**src/rtl/header_tx.sv**
```systemverilog
// Serialises one 104-bit 5-tuple into four strobed 32-bit header words (sa, da, sp_dp, prot)
// framed by soh/eoh, with per-word hReady back-pressure, an optional post-header gap and counters.
module header_tx #(
    parameter int GAP   = 0,
    parameter int CNT_W = 16
) (
    input  logic             clk,
    input  logic             rst_n,
    input  logic [103:0]     in_tuple,
    input  logic             in_valid,
    output logic             in_ready,
    output logic [31:0]      data,
    output logic             sa,
    output logic             da,
    output logic             sp_dp,
    output logic             prot,
    output logic             soh,
    output logic             eoh,
    input  logic             hReady,
    output logic [CNT_W-1:0] hdr_cnt,
    output logic [CNT_W-1:0] stall_cnt
);
    localparam logic [2:0] S_IDLE = 3'd0;
    localparam logic [2:0] S_SA   = 3'd1;
    localparam logic [2:0] S_DA   = 3'd2;
    localparam logic [2:0] S_SPDP = 3'd3;
    localparam logic [2:0] S_PROT = 3'd4;
    localparam logic [2:0] S_GAP  = 3'd5;

    localparam logic       GAP_ZERO = (GAP == 0);
    localparam logic [3:0] GAP_LOAD = (GAP > 0) ? 4'(GAP - 1) : 4'd0;

    logic [2:0]       state_q, state_d;
    logic [3:0]       gap_q, gap_d;
    logic [103:0]     tuple_q, tuple_d;
    logic [31:0]      data_q, data_d;
    logic             sa_q, sa_d, da_q, da_d, sp_dp_q, sp_dp_d, prot_q, prot_d;
    logic             soh_q, soh_d, eoh_q, eoh_d;
    logic [CNT_W-1:0] hdr_cnt_q, hdr_cnt_d, stall_cnt_q, stall_cnt_d;
    logic             strobe_on;
    logic             accept;

    assign strobe_on = sa_q | da_q | sp_dp_q | prot_q;
    // Holding in_ready low during reset keeps upstream from believing a tuple was taken.
    assign in_ready  = rst_n & ((state_q == S_IDLE) |
                                ((state_q == S_PROT) & hReady & GAP_ZERO));
    assign accept    = in_valid & in_ready;

    always_comb begin
        state_d     = state_q;
        gap_d       = gap_q;
        tuple_d     = accept ? in_tuple : tuple_q;
        hdr_cnt_d   = hdr_cnt_q;
        stall_cnt_d = stall_cnt_q;
        case (state_q)
            S_IDLE: if (accept) state_d = S_SA;
            S_SA:   if (hReady) state_d = S_DA;
            S_DA:   if (hReady) state_d = S_SPDP;
            S_SPDP: if (hReady) state_d = S_PROT;
            S_PROT: begin
                if (hReady) begin
                    if (!GAP_ZERO) begin
                        state_d = S_GAP;
                        gap_d   = GAP_LOAD;
                    end else if (accept) begin
                        state_d = S_SA;
                    end else begin
                        state_d = S_IDLE;
                    end
                end
            end
            S_GAP: begin
                if (gap_q == 4'd0) state_d = S_IDLE;
                else               gap_d   = gap_q - 4'd1;
            end
            default: state_d = S_IDLE;
        endcase

        if (prot_q && hReady)      hdr_cnt_d   = hdr_cnt_q + CNT_W'(1);
        if (strobe_on && !hReady)  stall_cnt_d = stall_cnt_q + CNT_W'(1);

        // Outputs are decoded from the next state so they appear registered with the state.
        sa_d    = (state_d == S_SA);
        da_d    = (state_d == S_DA);
        sp_dp_d = (state_d == S_SPDP);
        prot_d  = (state_d == S_PROT);
        soh_d   = sa_d;
        eoh_d   = prot_d;
        case (state_d)
            S_SA:    data_d = tuple_d[103:72];
            S_DA:    data_d = tuple_d[71:40];
            S_SPDP:  data_d = tuple_d[39:8];
            S_PROT:  data_d = {24'h0, tuple_d[7:0]};
            default: data_d = 32'h0;
        endcase
    end

    always_ff @(posedge clk or negedge rst_n) begin
        if (!rst_n) begin
            state_q     <= S_IDLE;
            gap_q       <= 4'd0;
            tuple_q     <= '0;
            data_q      <= 32'h0;
            sa_q        <= 1'b0;
            da_q        <= 1'b0;
            sp_dp_q     <= 1'b0;
            prot_q      <= 1'b0;
            soh_q       <= 1'b0;
            eoh_q       <= 1'b0;
            hdr_cnt_q   <= '0;
            stall_cnt_q <= '0;
        end else begin
            state_q     <= state_d;
            gap_q       <= gap_d;
            tuple_q     <= tuple_d;
            data_q      <= data_d;
            sa_q        <= sa_d;
            da_q        <= da_d;
            sp_dp_q     <= sp_dp_d;
            prot_q      <= prot_d;
            soh_q       <= soh_d;
            eoh_q       <= eoh_d;
            hdr_cnt_q   <= hdr_cnt_d;
            stall_cnt_q <= stall_cnt_d;
        end
    end

    assign data      = data_q;
    assign sa        = sa_q;
    assign da        = da_q;
    assign sp_dp     = sp_dp_q;
    assign prot      = prot_q;
    assign soh       = soh_q;
    assign eoh       = eoh_q;
    assign hdr_cnt   = hdr_cnt_q;
    assign stall_cnt = stall_cnt_q;
endmodule

```
**config.mk**
```make
export PLATFORM = sky130hd
export DESIGN_NAME = header_tx
export DESIGN_NICKNAME = d
export VERILOG_FILES = /design/src/rtl/header_tx.sv
export SDC_FILE = /design/constraint.sdc
export NUM_CORES = 1
export LEC_CHECK = 0
export CORE_MARGIN = 2
export CORE_UTILIZATION = 45
export DETAILED_ROUTE_END_ITERATION = 12
export GPL_TIMING_DRIVEN = 0
export PLACE_DENSITY_LB_ADDON = 0.05
export SYNTH_ARGS = -nofsm -noshare
export SYNTH_HDL_FRONTEND = slang
export SYNTH_SLANG_ARGS = --single-unit
```
**constraint.sdc**
```tcl
create_clock -name clk -period 1.83 [get_ports clk]
set_input_delay 0.2745 -clock clk [delete_from_list [all_inputs] [get_ports clk]]
set_output_delay 0.2745 -clock clk [all_outputs]
set_load 0.005 [all_outputs]
```
## Yosys cells after proc, flatten, opt, wreduce, memory -nomap -nowiden

Cells that the tools add are included.

- Register bits: 179
- Memories kept: 0
- Input port bits: 108
- Bits in writable memories: 0
- ROM bits: 0
- Latch bits: 0

- $lt $le $gt $ge: 0
- $add $sub $neg: 3
- Muxes and demuxes: 10
- Equality and inequality tests: 9
- Bitwise operators: 8
- Divide/modulo/power cells: 0
- Reductions and logical operators: 6
- Multiply operators: 0
- Shift-type cells: 0

Operators with widths:

| kind | number |
|---|---|
| $pmux W32 S4 | 1 |
| $mux W104 | 1 |
| $add A16 B1 Y16 const B | 2 |
| $mux W3 | 6 |
| $pmux W3 S6 | 1 |
| $eq A3 B2 Y1 const B | 4 |
| $eq A3 B3 Y1 const B | 3 |
| $eq A3 B1 Y1 const B | 2 |
| $logic_not A4 Y1 | 1 |
| $or A1 B1 Y1 | 4 |
| $sub A4 B1 Y4 const B | 1 |
| $and A1 B1 Y1 | 3 |
| $logic_not A3 Y1 | 1 |
| $logic_and A1 B1 Y1 | 2 |
| $reduce_and A2 Y1 | 1 |
| $logic_not A1 Y1 | 1 |
| $mux W1 | 1 |
| $not A1 Y1 | 1 |

## Logic depth before layout (Yosys ltp)

Gate-level depths: netlist of run 1.

- Depth after elaboration: 10
- Depth in mapped cells: 7

## Worst setup path before layout of run 1

No wires, ideal clock.

- Path type: register to register
- Start point: reg state_q[1]
- End point: reg data_q[13] (netlist: data[13])
- Setup slack: 0.122 ns
- Required time: 1.704 ns
- Stages on the path, launching flop included: 8
- Period minus slack after synthesis: 1.708 ns
- Buffers on the path: 3
- Arrival: 1.582 ns
- Cells stage by stage: dfrtp_1 -> buf_2 -> or2_1 -> buf_2 -> buf_6 -> o31ai_1 -> a21oi_1 -> a221o_1

- Longest elaborated chain between the ends: 10
- Elaborated cells between the ends (all ways): 24
- Those cells by class: 9 x eq/ne; 10 x mux; 4 x bitwise; 1 x reduce/logical

RTL lines:

| element | line | RTL |
|---|---|---|
| from (decl) | 33 | `logic [2:0] state_q, state_d;` |
| from (signal assigned) | 113 | `state_q <= state_d;` |
| $eq A3 B3 Y1 | 46, 55 |  |
| $and A1 B1 Y1 | 46 | `((state_q == S_PROT) & hReady & GAP_ZERO));` |
| $or A1 B1 Y1 | 45 | `assign in_ready = rst_n & ((state_q == S_IDLE) \|` |
| $and A1 B1 Y1 | 45 |  |
| $and A1 B1 Y1 | 47 | `assign accept = in_valid & in_ready;` |
| $mux W1 | 65 | `end else if (accept) begin` |
| $mux W3 | 61 | `if (hReady) begin` |
| $pmux W3 S6 | 55 | `case (state_q)` |
| $eq A3 B3 Y1 (tied with other cells) | 89 | `case (state_d)` |
| $pmux W32 S4 (*) | 89 |  |
| named net data_d[13] | 36 | `logic [31:0] data_q, data_d;` |
| to (signal assigned) | 116 | `data_q <= data_d;` |
| to (decl) | 36 |  |

The timed path passes the listed nets; every way through them passes the cells marked *.
A chain may end at the register's enable or synchronous reset.

## Worst setup path in the final report of run 1

- Start point: reg state_q[0]
- End point: reg data_q[14] (netlist: data[14])

- Elaborated cells between the ends (all ways): 24
- Those cells by class: 9 x eq/ne; 10 x mux; 4 x bitwise; 1 x reduce/logical

RTL lines:

| element | line | RTL |
|---|---|---|
| $eq A3 B3 Y1 | 46 |  |
| $and A1 B1 Y1 | 46 |  |
| $or A1 B1 Y1 (*) | 45 |  |
| $and A1 B1 Y1 (*) | 45 |  |
| $and A1 B1 Y1 (*) | 47 |  |
| $mux W104 (*) | 52 | `tuple_d = accept ? in_tuple : tuple_q;` |
| named net tuple_d[22] | 35 | `logic [103:0] tuple_q, tuple_d;` |
| $pmux W32 S4 (*) | 89 |  |
| named net data_d[14] | 36 |  |

Marks and branches as above.

==> impl_results.md, run 1 <==
* Worst reg2reg path depth at 8
* Largest net degree at the start of global routing at 63
* F_max at between 500 and 600 MHz
* Place WS at -1040 ps
* Clk pwr share at approximately 20%
* Insertion delay of the later-clocked pin in the worst-skew pair at ~430 ps
* Placed cell count at around 1000
* Via count at about 6000
* Worst EP arrival at between 2000 and 2500 ps
* Final hold slack at 419 ps
* Min Tclk post-route at 1900 ps
* PnR worst setup slack at -67.8 ps
* Worst setup path class: reg -> reg
* Maximum VDD drop at 0.000880 V
* Slew margin rel. at between 40% and 50%
* Rows at 48
* First-pass GRT wire length at between 30000 and 40000 um
* Ant. Diodes at 0
* Nets at 986
* Register area at around 0.0045 sq mm
* Max Cap Violations at 0
* RSZ-0062 raised after global routing: true
* Setup Skew at roughly 11 ps
* DR vias/cell at between 5 and 6
* WP data required at approximately 2100 ps
* Critical path, cell by cell: buf_6, nor2_4, buf_6, nand3_4, buf_12, buf_12, mux2_4, a221o_1
* Commonest non-fill, non-tap cells in the layout: dfrtp_1 (178), clkdlybuf4s50_1 (176), nand2_1 (76)
* GR Util All Layers at roughly a quarter
* Non-filler cells, final at ~1100
* Fraction of the yosys area taken by sequential cells at around 57%
* CTS tree: built
* Post-Syn Nets at about 750
* P per Cell Area at between 1000 and 1500 mW/mm^2
* CTS clock-pin slew for the worst setup and hold paths at roughly 70 ps
* DR WL/cell at just under 20 um
* Family with the most delay on the worst path: buffers and inverters
* Outcome: complete, but fails checks
* Initial antenna violation count at 0
* Number of remaining DRC errors at 0
* DR pass1 iterations at 5
* Tot Pwr at between 15000 and 20000 uW
* Clk root buf: clkbuf_16
* Violated checks: setup timing
* FILL cells at 1322
* Initial core utilization at between 40% and 50%
* Routed Antenna Nets at 0
* Sw frac at 33.1%
* Power Internal at ~11000 uW
* Final period utilization at 104%
* Net switching power at 5540 uW
* Synthesized flop and latch total at 179
* Max Fanout on Critical Path at 7
* Combinational power share at 42.6%
* Area delta synth->final at 45.8%
* Post-synth cell types at between 40 and 50
* GP Congestion at approximately 0.8
* # IOs at between 150 and 200
* Leakage at around 0.005 uW
* Number of warnings issued by yosys at 0
* Sequential Power Share at between 30% and 40%
* Layout cell share with drive strength beyond 1 at 23.9%
* DIE WIDTH at 136 um
* Die H at approximately 140 um
* WHS Path Cells at 3
* CORE AREA at approximately 0.017 sq mm
* H-tree levels at 4
* Worst path max stage delay at a little under 400 ps
* Area of the multi-input gates at roughly 0.0033 sq mm
* Avg Inst Size Synth at about 12 sq um
* Clk sinks at 179
* DRT iter0 DRCs at around 400
* TritonCTS buffer count at 17
* Clock Tree Buf Depth at 2
* Bufs and invs on worst path at 4
* WL final at ~22000 um
* Port bufs at around 180
* Commonest non-fill, non-tap cell in the layout: dfrtp_1
* Vias in the first global route at between 6000 and 7000
* CP Depth at 8
* Startpoint Class: flop
* Die ar. at between 0.015 and 0.02 sq mm
* Synth Instances at 640
* Final Max Slew Viols at 0
* Crit. End Element: flop
* Final Hold Vio Count at 0
* Worst-margin pin slew at a little under 900 ps
* Hold Crit Class: in -> reg
* Max stage delay cell, worst path: dfrtp_1
* Netlist Area Pre-Place at ~0.0078 sq mm
* GRT overflow at 0
* Final core utilization at between 60% and 70%
* Setup violators final at 25
* Post-DP HPWL at between 10000 and 15000 um
## cell families (layout without fill, tap and decap cells)
logic type | Yosys count | after routing | share of synthesized area [%]
AO/OA/AOI/OAI | 114 | 114 | 11.7
multiplexers | 67 | 67 | 10.6
buffers and inverters | 62 | 310 | 4.18
XOR/XNOR | 33 | 33 | 3.69
flip-flops | 179 | 179 | 57.2
adder cells (fa/ha/maj) | 3 | 3 | 0.479
AND/OR/NAND/NOR | 182 | 182 | 12.2
## worst reg2reg max path, cell delays in order, from the launching register on
cell and delay, ps:
dfrtp_1 390, buf_6 130, nor2_4 90, buf_6 130, nand3_4 100, buf_12 180
buf_12 150, mux2_4 310, a221o_1 320
## power by group through the flow
stage,clock network [uW],logic (uW),registers (uW)
final,3330,7140,6270
after global routing,3540,7660,6440
after CTS,3390,6740,6220
after detailed placement,0,5750,6240
after global placement,0,5600,6190
after floorplan,0,3570,6120
## registers in the layout (all words and copies together), names as in the netlist, 3 cells and up
| signal | cells |
|---|---|
| data | 32 |
| gap_q | 4 |
| hdr_cnt | 16 |
| stall_cnt | 16 |
| state_q | 3 |
| tuple_q | 104 |
## per-stage QoR
stage               instance area [sq um]  TNS (ps)
floorplan                            7840         0
global placement                     9900  -2159870
detailed placement                   9930   -109140
CTS                                 11300     -1530
global route                        11400     -2230
finish                              11400     -1030
## synth_stat cells, drive strengths merged
master,count,area [sq um]
dfrtp,179,4480
o22a,1,8.76
or4b,1,10.0
buf,29,204
xnor2,23,201
or2,11,68.8
or3b,1,8.76
and3,7,43.8
nand2b,4,25.0
nor4,5,31.3
nor2b,1,6.26
o2111ai,9,85.1
o31ai,24,240
a221o,25,250
mux2,58,743
nor2,8,32.5
nor3b,1,7.51
nor3,5,25.0
o21ai,11,55.1
nand4,39,244
nand2,76,285
xor2,10,87.6
ha,3,37.5
and2,1,6.26
nand3b,2,15.0
and4,9,78.8
a21o,8,60.1
clkbuf,19,71.3
nand3,11,67.6
a21oi,28,144
inv,14,52.6
mux2i,9,90.1
o31a,8,70.1
## metal layers
layer | track usage, % | vias up | wire length (um)
li1 | - | 2802 | -
met1 | 34.8 | 3144 | 10000
met4 | 6.37 | 0 | 206
met5 | 0 | - | 0
met2 | 38.4 | 206 | 10600
met3 | 5.00 | 18 | 1290
## layout make-up
cell class              instances  area share (%)
flip-flops and latches        179            39.2
multi-input cells             399            29.0
repair buffers                222            21.1
clock buffers                  19            3.79
plain buffers                  42            3.20
well taps                     225            2.46
clock inverters                13           0.865
inverters                      14           0.460
## worst paths after layout
path | from | end | slack (ps)
worst max-delay path | state_q[0] | data[14] | -70
worst min-delay path | in_tuple[97] | tuple_q[97] | 420
worst max register to register | state_q[0] | data[14] | -70
worst min register to register | stall_cnt[15] | stall_cnt[15] | 470
max in group asynchronous | rst_n | eoh | 830
min in group asynchronous | rst_n | tuple_q[25] | 550
## timing repair
action,in CTS,in global routing
setup buffers,24,8
hold buffers,7,0
pin swaps,22,15
gates resized for setup,90,43
cloned,7,2
endpoints found under the hold margin,86,0
setup endpoints to repair,145,36
(Power assumes the default switching activity.)
==> inputs of run 2 (changes only) <==
Settings changed: CORE_ASPECT_RATIO set to 1.2.
Clock period 1.83 ns to 2.28 ns, I/O delays scaled along.
==> impl_results.md, run 2 (same netlist as run 1, synthesis figures left out) <==
* Outcome: complete, but fails checks
* Violated checks: hold timing
* RSZ-0062 raised after global routing: false
* Largest net degree at the start of global routing at 72
* Slew margin rel. at between 40% and 50%
* DRT iter0 DRCs at 350
* Rows at 52
* Clock Tree Buf Depth at 2
* Total Neg Setup Slack at 0 ps
* CORE AREA at roughly 0.017 sq mm
* WP data required at 1940 ps
* DR vias/cell at between 5 and 6
* Worst EP arrival at approximately 1900 ps
* H-tree levels at 4
* Power Internal at ~8500 uW
* Maximum VDD drop at around 0.00066 V
* # IOs at between 150 and 200
* Initial core utilization at between 40% and 50%
* Crit. End Element: primary output
* Via count at 5788
* Clk sinks at about 180
* Final Max Slew Viols at 0
* P per Cell Area at roughly 1200 mW/mm^2
* CTS tree: built
* Setup Skew at slightly below 10 ps
* Number of remaining DRC errors at 0
* Final core utilization at between 60 and 70%
* Nets at approximately 950
* Ant. Diodes at 0
* Design Area, Final at roughly 0.011 sq mm
* Hold Crit Class: in -> async
* WL final at between 15000 and 20000 um
* Final Hold Vio Count at between 60 and 70
* FILL cells at between 1000 and 1500
* Max Fanout on Critical Path at 10
* Combinational power share at approximately 37%
* Max FFs per register at ~100
* DIE WIDTH at around 120 um
* Register area at about 0.0045 sq mm
* Insertion delay of the later-clocked pin in the worst-skew pair at roughly 430 ps
* Setup violators final at 0
* GR Util All Layers at 21.6%
* CTS clock-pin slew for the worst setup and hold paths at 60 ps
* Vias in the first global route at approximately 6000
* Worst-margin pin slew at 866 ps
* Startpoint Class: flop
* Post-DP HPWL at between 10000 and 15000 um
* Leakage at between 0.004 and 0.005 uW
* Clk pwr share at about 23%
* Final hold slack at -202 ps
* Sw frac at roughly a third
* Sequential Power Share at between 30% and 40%
* Commonest non-fill, non-tap cell in the layout: dfrtp_1
* DR pass1 iterations at 5
* Area of placed instances at between 0.009 and 0.01 sq mm
* Routed Antenna Nets at 0
* First-pass GRT wire length at between 30000 and 40000 um
* Die H at ~150 um
* Area delta synth->final at 34.9%
* Reg with most FFs: tuple_q
* GP Congestion at approximately 0.8
* Final period utilization at 97.3%
* Worst setup path class: reg -> out
* Max Cap Violations at 0
* Port bufs at about 180
* Initial antenna violation count at 0
* Area of the multi-input gates at 0.00303 sq mm
* GRT overflow at 0
* Net switching power at 3960 uW
* Min Tclk post-route at about 2200 ps
* TritonCTS buffer count at 17
* Die ar. at around 0.018 sq mm
* DR WL/cell at ~19 um
* Layout cell share with drive strength beyond 1 at 16.6%
* Clk root buf: clkbuf_16
* F_max at 451 MHz
* Commonest non-fill, non-tap cells in the layout: dfrtp_1 (179), clkdlybuf4s50_1 (177), nand2_1 (76)
-- run 2: final cells by class --
| type | instances | area share (%) |
|---|---|---|
| clock inverter | 13 | 1.25 |
| tap | 216 | 2.56 |
| buffer | 48 | 2.78 |
| inverter | 14 | 0.497 |
| timing repair buffer | 181 | 17.7 |
| clock buffer | 19 | 4.19 |
| multi-input combinational | 399 | 28.7 |
| sequential | 179 | 42.4 |
-- run 2: final timing paths --
| path | slack, ps | startpoint | depth (start not counted) | end |
|---|---|---|---|---|
| max reg2reg | 250 | state_q[2] | 7 | data[10] |
| max | 60 | state_q[0] | 4 | in_ready |
| min reg2reg | 480 | hdr_cnt[15] | 1 | hdr_cnt[15] |
| min | -200 | rst_n | 1 | data[29] |
| max in group asynchronous | 1750 | rst_n | 2 | tuple_q[54] |
| min in group clk | 480 | hdr_cnt[15] | 1 | hdr_cnt[15] |
-- run 2: what timing repair did --
action	CTS	global route
hold endpoints to repair	68	68
setup buffers	1	0
gates cloned	1	0
resized for setup	7	5
endpoints found under the setup margin	45	7
pin swaps	1	0
-- run 2: power groups by stage --
stage | sequential (uW) | clock, uW | combinational, uW
final | 4950 | 2870 | 4660
after global routing | 5080 | 3060 | 5090
after CTS | 4960 | 2920 | 4680
after detailed placement | 5010 | 0 | 4600
after global placement | 4960 | 0 | 4500
after floorplan | 4910 | 0 | 2870
-- run 2: layer usage --
| layer | part of all wire (%) | vias up | GRT usage (%) |
|---|---|---|---|
| li1 | - | 2724 | - |
| met1 | 43 | 2880 | 26.9 |
| met2 | 51 | 158 | 37.7 |
| met3 | 4.8 | 26 | 5.04 |
| met4 | 1.8 | 0 | 6.69 |
| met5 | 0 | - | 0 |
-- run 2: worst max-delay path, stage by stage (launching register included) --
cell and delay [ps]:
dfrtp_1 430, nor2_4 130, clkbuf_4 210, and3_1 170, clkdlybuf4s50_1 500
-- run 2: stage by stage --
stage                     total power (uW)  hold WS [ps]  std cells  worst slack [ps]
after detailed placement              9610           339       1035              -667
after global placement                9460           459       1034             -7020
final                                12500          -202       1069              60.5
after CTS                            12600          -175       1069              10.9
after global routing                 13200          -189       1069              11.9
after floorplan                       7780          46.4        640               572
